<file path="src/rtl/frame_seg_pkg.sv">
// frame_seg_pkg: shared types and constants for the frame segmenter.
// Header word layout: {frame_cnt[7:0], seg_idx[7:0], seg_words[15:0]}.
package frame_seg_pkg;

    typedef enum logic [2:0] {
        S_IDLE,
        S_START,
        S_HDR,
        S_DATA,
        S_GAP
    } seg_state_t;

    localparam int FRAME_CNT_W   = 8;
    localparam int SEG_IDX_W     = 8;
    localparam int SEG_WORDS_W   = 16;
    localparam int SEG_WORDS_LSB = 0;
    localparam int SEG_IDX_LSB   = SEG_WORDS_LSB + SEG_WORDS_W;
    localparam int FRAME_CNT_LSB = SEG_IDX_LSB + SEG_IDX_W;
    localparam int BYTE_SHIFT    = 2;

    function automatic logic [31:0] pack_hdr(
        input logic [FRAME_CNT_W-1:0] fc,
        input logic [SEG_IDX_W-1:0]   si,
        input logic [SEG_WORDS_W-1:0] sw
    );
        logic [31:0] w;
        w = '0;
        w[FRAME_CNT_LSB +: FRAME_CNT_W] = fc;
        w[SEG_IDX_LSB   +: SEG_IDX_W]   = si;
        w[SEG_WORDS_LSB +: SEG_WORDS_W] = sw;
        return w;
    endfunction

endpackage

</file>
<file path="src/rtl/frame_seg_gap_timer.sv">
// frame_seg_gap_timer: loadable down-counter that times the inter-packet gap.
// done is high whenever the count has reached zero.
module frame_seg_gap_timer #(
    parameter int W = 8
) (
    input  logic         clk,
    input  logic         rst_n,
    input  logic         load,
    input  logic [W-1:0] load_val,
    output logic         done
);

    logic [W-1:0] cnt;

    always_ff @(posedge clk or negedge rst_n) begin
        if (!rst_n) begin
            cnt <= '0;
        end else if (load) begin
            cnt <= load_val;
        end else if (cnt != '0) begin
            cnt <= cnt - 1'b1;
        end
    end

    assign done = (cnt == '0);

endmodule

</file>
<file path="src/rtl/frame_segmenter.sv">
// frame_segmenter: splits acquired frames into UDP-sized packets.
// Optional per-packet header word is compiled in with FRAME_SEG_HDR_EN.
module frame_segmenter
    import frame_seg_pkg::*;
#(
    parameter int MAX_PKT_WORDS = 360,
    parameter int GAP_CYCLES    = 16
) (
    input  logic        sys_clk,
    input  logic        rst_n,
    input  logic        i_frame_ready,
    input  logic [15:0] i_frame_size,
    input  logic [31:0] i_in_data,
    input  logic        i_in_vld,
    output logic        o_in_rdy,
    output logic [31:0] o_out_data,
    output logic        o_out_vld,
    input  logic        i_out_rdy,
    output logic        o_pkt_sync,
    output logic [15:0] o_pkt_len,
    output logic        o_busy,
    output logic [15:0] o_frame_drop
);

    localparam logic [15:0] MAX_W    = 16'(MAX_PKT_WORDS);
    localparam logic [7:0]  GAP_LOAD = 8'(GAP_CYCLES - 1);
`ifdef FRAME_SEG_HDR_EN
    localparam logic [15:0] HDR_WORDS = 16'd1;
`else
    localparam logic [15:0] HDR_WORDS = 16'd0;
`endif

    seg_state_t  state;
    seg_state_t  next_state;
    logic [15:0] remain;
    logic [15:0] word_cnt;
    logic [15:0] seg_next;
    logic [15:0] pkt_len;
    logic [15:0] drop_cnt;
    logic        pkt_sync;
    logic        start_ok;
    logic        seg_load;
    logic        accept;
    logic        last_word;
    logic        gap_done;
    logic        gap_end;

    assign start_ok  = (state == S_IDLE) && i_frame_ready
                     && (i_frame_size != 16'd0);
    // START spans two cycles: compute, then pulse sync
    assign seg_load  = (state == S_START) && !pkt_sync;
    assign seg_next  = (remain < MAX_W) ? remain : MAX_W;
    assign accept    = (state == S_DATA) && i_in_vld && i_out_rdy;
    assign last_word = accept && (word_cnt == 16'd1);
    assign gap_end   = (state == S_GAP) && gap_done;

    frame_seg_gap_timer #(
        .W(8)
    ) u_gap (
        .clk      (sys_clk),
        .rst_n    (rst_n),
        .load     (last_word),
        .load_val (GAP_LOAD),
        .done     (gap_done)
    );

    always_ff @(posedge sys_clk or negedge rst_n) begin
        if (!rst_n) begin
            state <= S_IDLE;
        end else begin
            state <= next_state;
        end
    end

    always_comb begin
        next_state = state;
        unique case (state)
            S_IDLE:  if (start_ok) next_state = S_START;
            S_START: begin
                if (pkt_sync) begin
`ifdef FRAME_SEG_HDR_EN
                    next_state = S_HDR;
`else
                    next_state = S_DATA;
`endif
                end
            end
            S_HDR:   if (i_out_rdy) next_state = S_DATA;
            S_DATA:  if (last_word) next_state = S_GAP;
            S_GAP: begin
                if (gap_done) begin
                    next_state = (remain != 16'd0) ? S_START : S_IDLE;
                end
            end
            default: next_state = S_IDLE;
        endcase
    end

    always_ff @(posedge sys_clk or negedge rst_n) begin
        if (!rst_n) begin
            remain   <= '0;
            word_cnt <= '0;
            pkt_len  <= '0;
            pkt_sync <= 1'b0;
        end else begin
            pkt_sync <= seg_load;
            if (start_ok) begin
                remain <= i_frame_size;
            end else if (accept) begin
                remain <= remain - 16'd1;
            end
            if (seg_load) begin
                word_cnt <= seg_next;
                pkt_len  <= (seg_next + HDR_WORDS) << BYTE_SHIFT;
            end else if (accept) begin
                word_cnt <= word_cnt - 16'd1;
            end
        end
    end

    always_ff @(posedge sys_clk or negedge rst_n) begin
        if (!rst_n) begin
            drop_cnt <= '0;
        end else if (i_frame_ready && (state != S_IDLE)
                     && (drop_cnt != 16'hFFFF)) begin
            drop_cnt <= drop_cnt + 16'd1;
        end
    end

`ifdef FRAME_SEG_HDR_EN
    logic [SEG_WORDS_W-1:0] seg_words;
    logic [SEG_IDX_W-1:0]   seg_idx;
    logic [FRAME_CNT_W-1:0] frame_cnt;
    logic [31:0]            hdr_word;

    always_ff @(posedge sys_clk or negedge rst_n) begin
        if (!rst_n) begin
            seg_words <= '0;
            seg_idx   <= '0;
            frame_cnt <= '0;
        end else begin
            if (seg_load) seg_words <= seg_next;
            if (start_ok) begin
                seg_idx <= '0;
            end else if (gap_end) begin
                seg_idx <= seg_idx + 1'b1;
            end
            if (gap_end && (remain == 16'd0)) begin
                frame_cnt <= frame_cnt + 1'b1;
            end
        end
    end

    assign hdr_word = pack_hdr(frame_cnt, seg_idx, seg_words);
`endif

    always_comb begin
        o_out_vld  = 1'b0;
        o_in_rdy   = 1'b0;
        o_out_data = '0;
        case (state)
`ifdef FRAME_SEG_HDR_EN
            S_HDR: begin
                o_out_vld  = 1'b1;
                o_out_data = hdr_word;
            end
`endif
            S_DATA: begin
                o_out_data = i_in_data;
                o_out_vld  = i_in_vld;
                o_in_rdy   = i_out_rdy;
            end
            default: ;
        endcase
    end

    assign o_busy       = (state != S_IDLE);
    assign o_pkt_sync   = pkt_sync;
    assign o_pkt_len    = pkt_len;
    assign o_frame_drop = drop_cnt;

endmodule

</file>
<file path="config.mk">
export PLATFORM = sky130hd
export DESIGN_NAME = frame_segmenter
export DESIGN_NICKNAME = d
export VERILOG_FILES = /design/src/rtl/frame_seg_pkg.sv /design/src/rtl/frame_seg_gap_timer.sv /design/src/rtl/frame_segmenter.sv
export SDC_FILE = /design/constraint.sdc
export NUM_CORES = 1
export LEC_CHECK = 0
export BUFFER_PORTS_ARGS = -buffer_cell sky130_fd_sc_hd__buf_2
export CAP_MARGIN = 40
export CORE_MARGIN = 4
export CORE_UTILIZATION = 40
export CTS_CLUSTER_SIZE = 14
export DETAILED_ROUTE_END_ITERATION = 6
export GPL_ROUTABILITY_DRIVEN = 0
export SYNTH_ARGS = -nofsm -noshare
export SYNTH_HDL_FRONTEND = slang
export SYNTH_SLANG_ARGS = --single-unit
</file>
<file path="constraint.sdc">
create_clock -name sys_clk -period 4.25 [get_ports sys_clk]
set_input_delay 0.2125 -clock sys_clk [delete_from_list [all_inputs] [get_ports sys_clk]]
set_output_delay 0.2125 -clock sys_clk [all_outputs]
set_load 0.05 [all_outputs]
</file>
Yosys cells after proc, flatten, opt, wreduce, memory -nomap -nowiden
Index checks and enable logic that the tools add are counted.
{"block": "word_totals", "elab_cells": 59, "output_inout_bits": 68, "register_bits": 74}
{"block": "op_classes", "order_cmp": 1, "muxes": 17, "n_addsub": 4, "reduce_logical": 19, "n_eq_ne": 11}
{"operator": "16-bit 2-to-1 mux", "n": 5}
{"operator": "32-bit 2-to-1 mux", "n": 1}
{"operator": "16-bit nonzero test", "n": 2}
{"operator": "16-bit by 1-bit subtractor with 16-bit output (second input constant)", "n": 2}
{"operator": "16-bit by 1-bit adder with 16-bit output (second input constant)", "n": 1}
{"operator": "16-bit by 1-bit == test with 1-bit output (second input constant)", "n": 1}
{"operator": "16-bit by 9-bit less-than comparator with 1-bit output (second input constant)", "n": 1}
{"operator": "8-bit 2-to-1 mux", "n": 2}
{"operator": "16-bit != test (second input constant)", "n": 1}
{"operator": "3-bit 2-to-1 mux", "n": 5}
{"operator": "3-bit case mux with 5 select lines", "n": 1}
{"operator": "2-bit != test (second input constant)", "n": 5}
{"operator": "1-bit logical AND", "n": 8}
{"operator": "8-bit logical NOT", "n": 1}
{"operator": "8-bit nonzero test", "n": 1}
{"operator": "8-bit by 1-bit subtractor with 8-bit output (second input constant)", "n": 1}
{"operator": "3-bit by 2-bit == test with 1-bit output (second input constant)", "n": 2}
{"operator": "2-bit nonzero test", "n": 3}
{"operator": "5-bit AND reduction", "n": 1}
{"operator": "3-bit by 1-bit == test with 1-bit output (second input constant)", "n": 1}
{"operator": "3-bit == test (second input constant)", "n": 1}
{"operator": "3-bit logical NOT", "n": 1}
{"operator": "1-bit 2-to-1 mux", "n": 3}
{"operator": "3-bit nonzero test", "n": 1}
{"operator": "1-bit logical NOT", "n": 1}

Logic depth before layout (Yosys ltp)
{"block": "depth", "word_depth": 6, "mapped_depth": 7, "ltp_nobuf": 6}

Hierarchy
A second synthesis with hierarchy kept.
{"block": "unflattened", "cells_unflattened": 424, "hier_area_um2": 3988.8}
{"module": "frame_segmenter", "area_each_um2": 3512.1, "cells_per_inst": 370, "n_inst": 1}
{"module": "frame_seg_gap_timer", "area_each_um2": 476.7, "cells_per_inst": 54, "n_inst": 1}

Worst setup path before layout
Ideal clock, no wire load.
{"block": "synth_path", "path_type": "register to output", "start": "reg state[1]", "end": "out o_out_data[10]", "t_required_ns": 4.038, "stages_incl_launch_ff": 7, "path_slack_ns": 2.192, "arrival_ns": 1.846, "path_cell_list": "dfrtp_1 -> clkbuf_1 -> and3b_1 -> clkbuf_1 -> clkbuf_1 -> clkbuf_1 -> and2_1"}
{"block": "synth_via", "elab_chain_len": 2}
{"item": "start: declaration", "line_no": "frame_segmenter.sv:33", "text": "seg_state_t state;"}
{"item": "start signal: assignment", "line_no": "frame_segmenter.sv:71", "text": "state <= next_state;"}
{"item": "3-bit by 2-bit == test with 1-bit output", "line_no": "frame_segmenter.sv:161", "text": "case (state)"}
{"item": "32-bit 2-to-1 mux", "line_no": "frame_segmenter.sv:161"}
{"item": "end: declaration", "line_no": "frame_segmenter.sv:16", "text": "output logic [31:0] o_out_data,"}
Every way passes these cells.

Final worst setup path
{"block": "layout_path", "start": "reg state[2]", "end": "reg remain[5]"}
{"block": "layout_via", "elab_chain_len": 4}
{"item": "3-bit by 2-bit == test with 1-bit output or 3-bit logical NOT (tied branches)", "line_no": "frame_segmenter.sv:53, frame_segmenter.sv:48"}
{"item": "1-bit logical AND (on tied branches)", "line_no": "frame_segmenter.sv:53, frame_segmenter.sv:48"}
{"item": "1-bit logical AND (on tied branches)", "line_no": "frame_segmenter.sv:53, frame_segmenter.sv:49"}
{"item": "2-bit nonzero test (no source line) or 16-bit 2-to-1 mux (tied branches)"}
{"item": "end signal: assignment", "line_no": "frame_segmenter.sv:108", "text": "remain <= i_frame_size;"}
{"item": "end signal: assignment", "line_no": "frame_segmenter.sv:110", "text": "remain <= remain - 16'd1;"}
{"item": "end: declaration", "line_no": "frame_segmenter.sv:35", "text": "logic [15:0] remain;"}
Parallel ways exist; a longest one is shown, timed or not.
A chain may end at the register's enable or synchronous reset.

==> reports/results.tsv <==
stage	metric	value	unit
status	status	finished, final reports clean	
timing	final setup violation count	0	
setup_path	CP peak stage delay	0.58	ns
timing	Final WS setup	1.77	ns
timing	Tcrit/Tclk final	58.4	%
setup_path	CP arrival	2.72	ns
logic_synthesis	Post-synth EDFFs	0	
layout	fraction of layout cells with a size suffix above 1	26.7	%
logic_synthesis	multiplexer share of the synthesized area	2.03	%
global_route	overall routing resource usage	17.9	%
setup_path	startpoint types	flip-flop	
drt	via/cell ratio	5.46	
logic_synthesis	Mean Syn Cell Area	9.48	um^2
drt	final wirelength	10.9	mm
timing	Max Clk Rate	0.403	GHz
setup_path	Crit Path Category	reg2reg	
timing	RSZ-0062 raised after global routing	no	
power_and_ir_drop	Clock Power Share	20.4	%
setup_path	Buf/Inv on CP	1	
run	MaxCap Viol Count	0	
drt	Final ANT Viol Nets	0	
layout	# nets final	609	
clock_network	CTS clk-pin slew, worst paths	0.09	ns
drt	routed length per instance	15.8	um
power_and_ir_drop	Psw	0.00108	W
logic_synthesis	Synth Flop Type	dfrtp_1	
clock_network	Max Root-Sink Buffers	2	
die	Core Area	10300	um^2
layout	fill cell count	1027	
place	Area after DPL	4880	um^2
layout	Layout area overhead	20.7	%
timing	Setup TNS	0	ns
drt	DR DRC count	0	
timing	Layout Skew	0.0122	ns
setup_path	critical path's slowest cell	or4b_1	
logic_synthesis	synth warn	0	
logic_synthesis	sequential share of the synthesized area	44.2	%
logic_synthesis	Syn Inst Count	442	
worst_hold_path	min-delay src	i_frame_size[2]	
drt	1st-iter DRT viols	246	
place	post-DP HPWL	7.83	mm
logic_synthesis	flops & latches, synth	74	
setup_path	Crit. End Element	flip-flop	
setup_path	Critical Path Source	state[2]$_DFFE_PN0P_	
power_and_ir_drop	peak supply drop	0.362	mV
die	die height	110	um
drt	vias	3769	
global_route	largest net degree at the start of global routing	66	
die	Ports	121	
die	die area	12200	um^2
layout	area occupied by registers	1850	um^2
clock_network	cts bufs inserted	9	
clock_network	clock sinks	74	
layout	final core utilization	49.2	%
power_and_ir_drop	Gate power share	37.4	%
place	worst slack, placed	1.79	ns
logic_synthesis	synth unique cells	64	
global_route	gr ovfl total	0	
global_route	vias in the first global route	3504	
die	Initial Util	40.8	%
setup_path	R2R Path Start	state[2]$_DFFE_PN0P_	
logic_synthesis	Post-Synth Simple-Gate Area	27.4	%
setup_path	Worst Path Required	4.49	ns
logic_synthesis	share of synthesized flip-flops with an asynchronous set or reset	100	%
layout	area of the multi-input gates	2180	um^2
clock_network	post_cts resized	0	
global_route	initial antenna violation count	0	
power_and_ir_drop	PnR Total Power	0.00242	W
power_and_ir_drop	Sw Share	44.6	%
worst_hold_path	Hold Crit Class	in2reg	
drt	first drt pass iteration count	4	
clock_network	Root Buffer	clkbuf_8	
timing	final hold viol count	0	
logic_synthesis	largest family of logic cells by synthesized area	simple AND/OR/NAND/NOR gates	
die	die width	110	um
clock_network	H-Tree Depth	3	
timing	Worst-Margin Slew	0.785	ns
setup_path	CP delay by family, top	compound AO/OA/AOI/OAI gates	
clock_network	CTS tree	built	
logic_synthesis	Synth Area in XOR/XNOR	3.76	%
layout	cell area after layout	5050	um^2
logic_synthesis	Post-Syn Area	4190	um^2
global_route	first-pass GRT wire length	17.3	mm
logic_synthesis	leading area contributor after synthesis	dfrtp_1	
power_and_ir_drop	Pleak	2.33	nW
power_and_ir_drop	sequential power share	42.2	%
timing	Rel. slew slack	47.2	%
place	IO buf count	118	
layout	# diodes	0	
setup_path	Max Fanout on Critical Path	16	
timing	minimum clock period	2.48	ns
timing	max-slew violations	0	
logic_synthesis	Compound-Gate Fraction of Synth Area	16.5	%
power_and_ir_drop	Pint	0.00134	W
die	floorplan row count	37	
logic_synthesis	dominant cells by area after synthesis	dfrtp_1 44%, and2_1 6.4%, a21oi_1 3.1%	
power_and_ir_drop	Power Density	478	nW/um^2
logic_synthesis	top-area cell type share of the netlist area	44.2	%
logic_synthesis	Post-Synth Adder-Cell Area	2.09	%
clock_network	Clk Latency, worst-skew pair	0.35	ns
setup_path	crit path cell chain	or4b_1 -> a41oi_2 -> buf_4 -> nor2_1 -> a221o_1	
## layout make-up
cell class	instances	area share [%]
tap	136	3.37
clock inverter	6	0.817
sequential	74	36.6
multi-input combinational	332	43.1
inverter	10	0.743
timing repair buffer	122	12.8
clock buffer	10	2.52
## cells in the final DEF (no fill, tap or decap), types with 4 or more instances in the layout
cell,n
nor3_1,17
o31ai_1,9
o21ai_0,9
nand3_1,13
nor2b_1,6
a21oi_1,26
clkbuf_8,9
and2_1,43
nor2_1,31
or3_1,10
inv_1,10
nand2_1,25
nor4_1,13
buf_2,117
xnor2_1,5
mux2i_1,4
dfrtp_1,74
or4_1,9
nand4_1,7
xor2_1,13
ha_1,7
a221o_1,7
mux2_2,4
nand2b_1,5
## synthesized netlist by cell type, types with 4 or more instances
library cell	instances
dfrtp_1	74
and2_1	43
nor2_1	31
a21oi_1	26
nand2_1	25
clkbuf_1	19
nor3_1	17
nand3_1	13
nor4_1	13
xor2_1	13
inv_1	10
or3_1	10
o21ai_0	9
o31ai_1	9
or4_1	9
a221o_1	7
ha_1	7
nand4_1	7
nor2b_1	6
buf_2	5
nand2b_1	5
xnor2_1	5
mux2_2	4
mux2i_1	4
## through the flow
stage / hold WS [ns] / cells
finish: 0.103 / 690
global route: 0.100 / 690
CTS: 0.0921 / 690
detailed placement: 0.0622 / 673
global placement: 0.423 / 672
floorplan: -0.0831 / 443
## what timing repair did
item	CTS	global route
setup buffers	0	0
hold endpoints to repair	60	0
hold buffers	1	0
## worst paths after layout
kind,endpoint,slack [ns],cells after the start
hold reg to reg,o_pkt_len[9]$_DFFE_PN0P_,0.48,2
max in group asynchronous,word_cnt[2]$_DFFE_PN0P_,3.47,3
hold / removal,remain[2]$_DFFE_PN0P_,0.10,3
setup reg to reg,remain[5]$_DFFE_PN0P_,1.77,5
setup / recovery,remain[5]$_DFFE_PN0P_,1.77,5
min in group asynchronous,o_frame_drop[0]$_DFFE_PN0P_,0.23,2
## flip-flops by register name, summed over array words and instances, names as in the netlist
name,flops
o_frame_drop,16
o_pkt_len,14
u_gap.cnt,8
state,3
remain,16
o_pkt_sync,1
word_cnt,16
## per-layer routing
layer	track usage (%)	routed length (um)	up-vias
li1	-	-	1846
met1	24.9	4950	1805
met2	29.5	5340	110
met3	4.14	574	8
met4	2.02	51	0
met5	0	0	-
## worst reg2reg max path: cells and delay by family (launching register included)
family | cells | cell delay (ns)
buffers and inverters | 1 | 0.29
and+or+nand+nor | 2 | 0.71
DFF | 1 | 0.47
AOI/OAI and AO/OA | 2 | 0.91
## power groups by stage
stage               sequential (W)  clock [W]  combinational (W)
floorplan                  0.00108          0           0.000611
global placement           0.00103          0           0.000890
detailed placement         0.00103          0           0.000901
CTS                        0.00102   0.000508           0.000907
global route               0.00105   0.000535           0.000990
finish                     0.00102   0.000494           0.000904
## cells by family (layout without fill, tap and decap cells)
logic type	count (synthesis)	in the layout
AO/OA/AOI/OAI	95	95
AND/OR/NAND/NOR	202	202
adder cells (fa/ha/maj)	7	7
other	1	2
buffers and inverters	37	148
XOR/XNOR	18	18
multiplexers	8	8
flip-flops	74	74
Note: power is estimated with default switching activity, not from simulation.
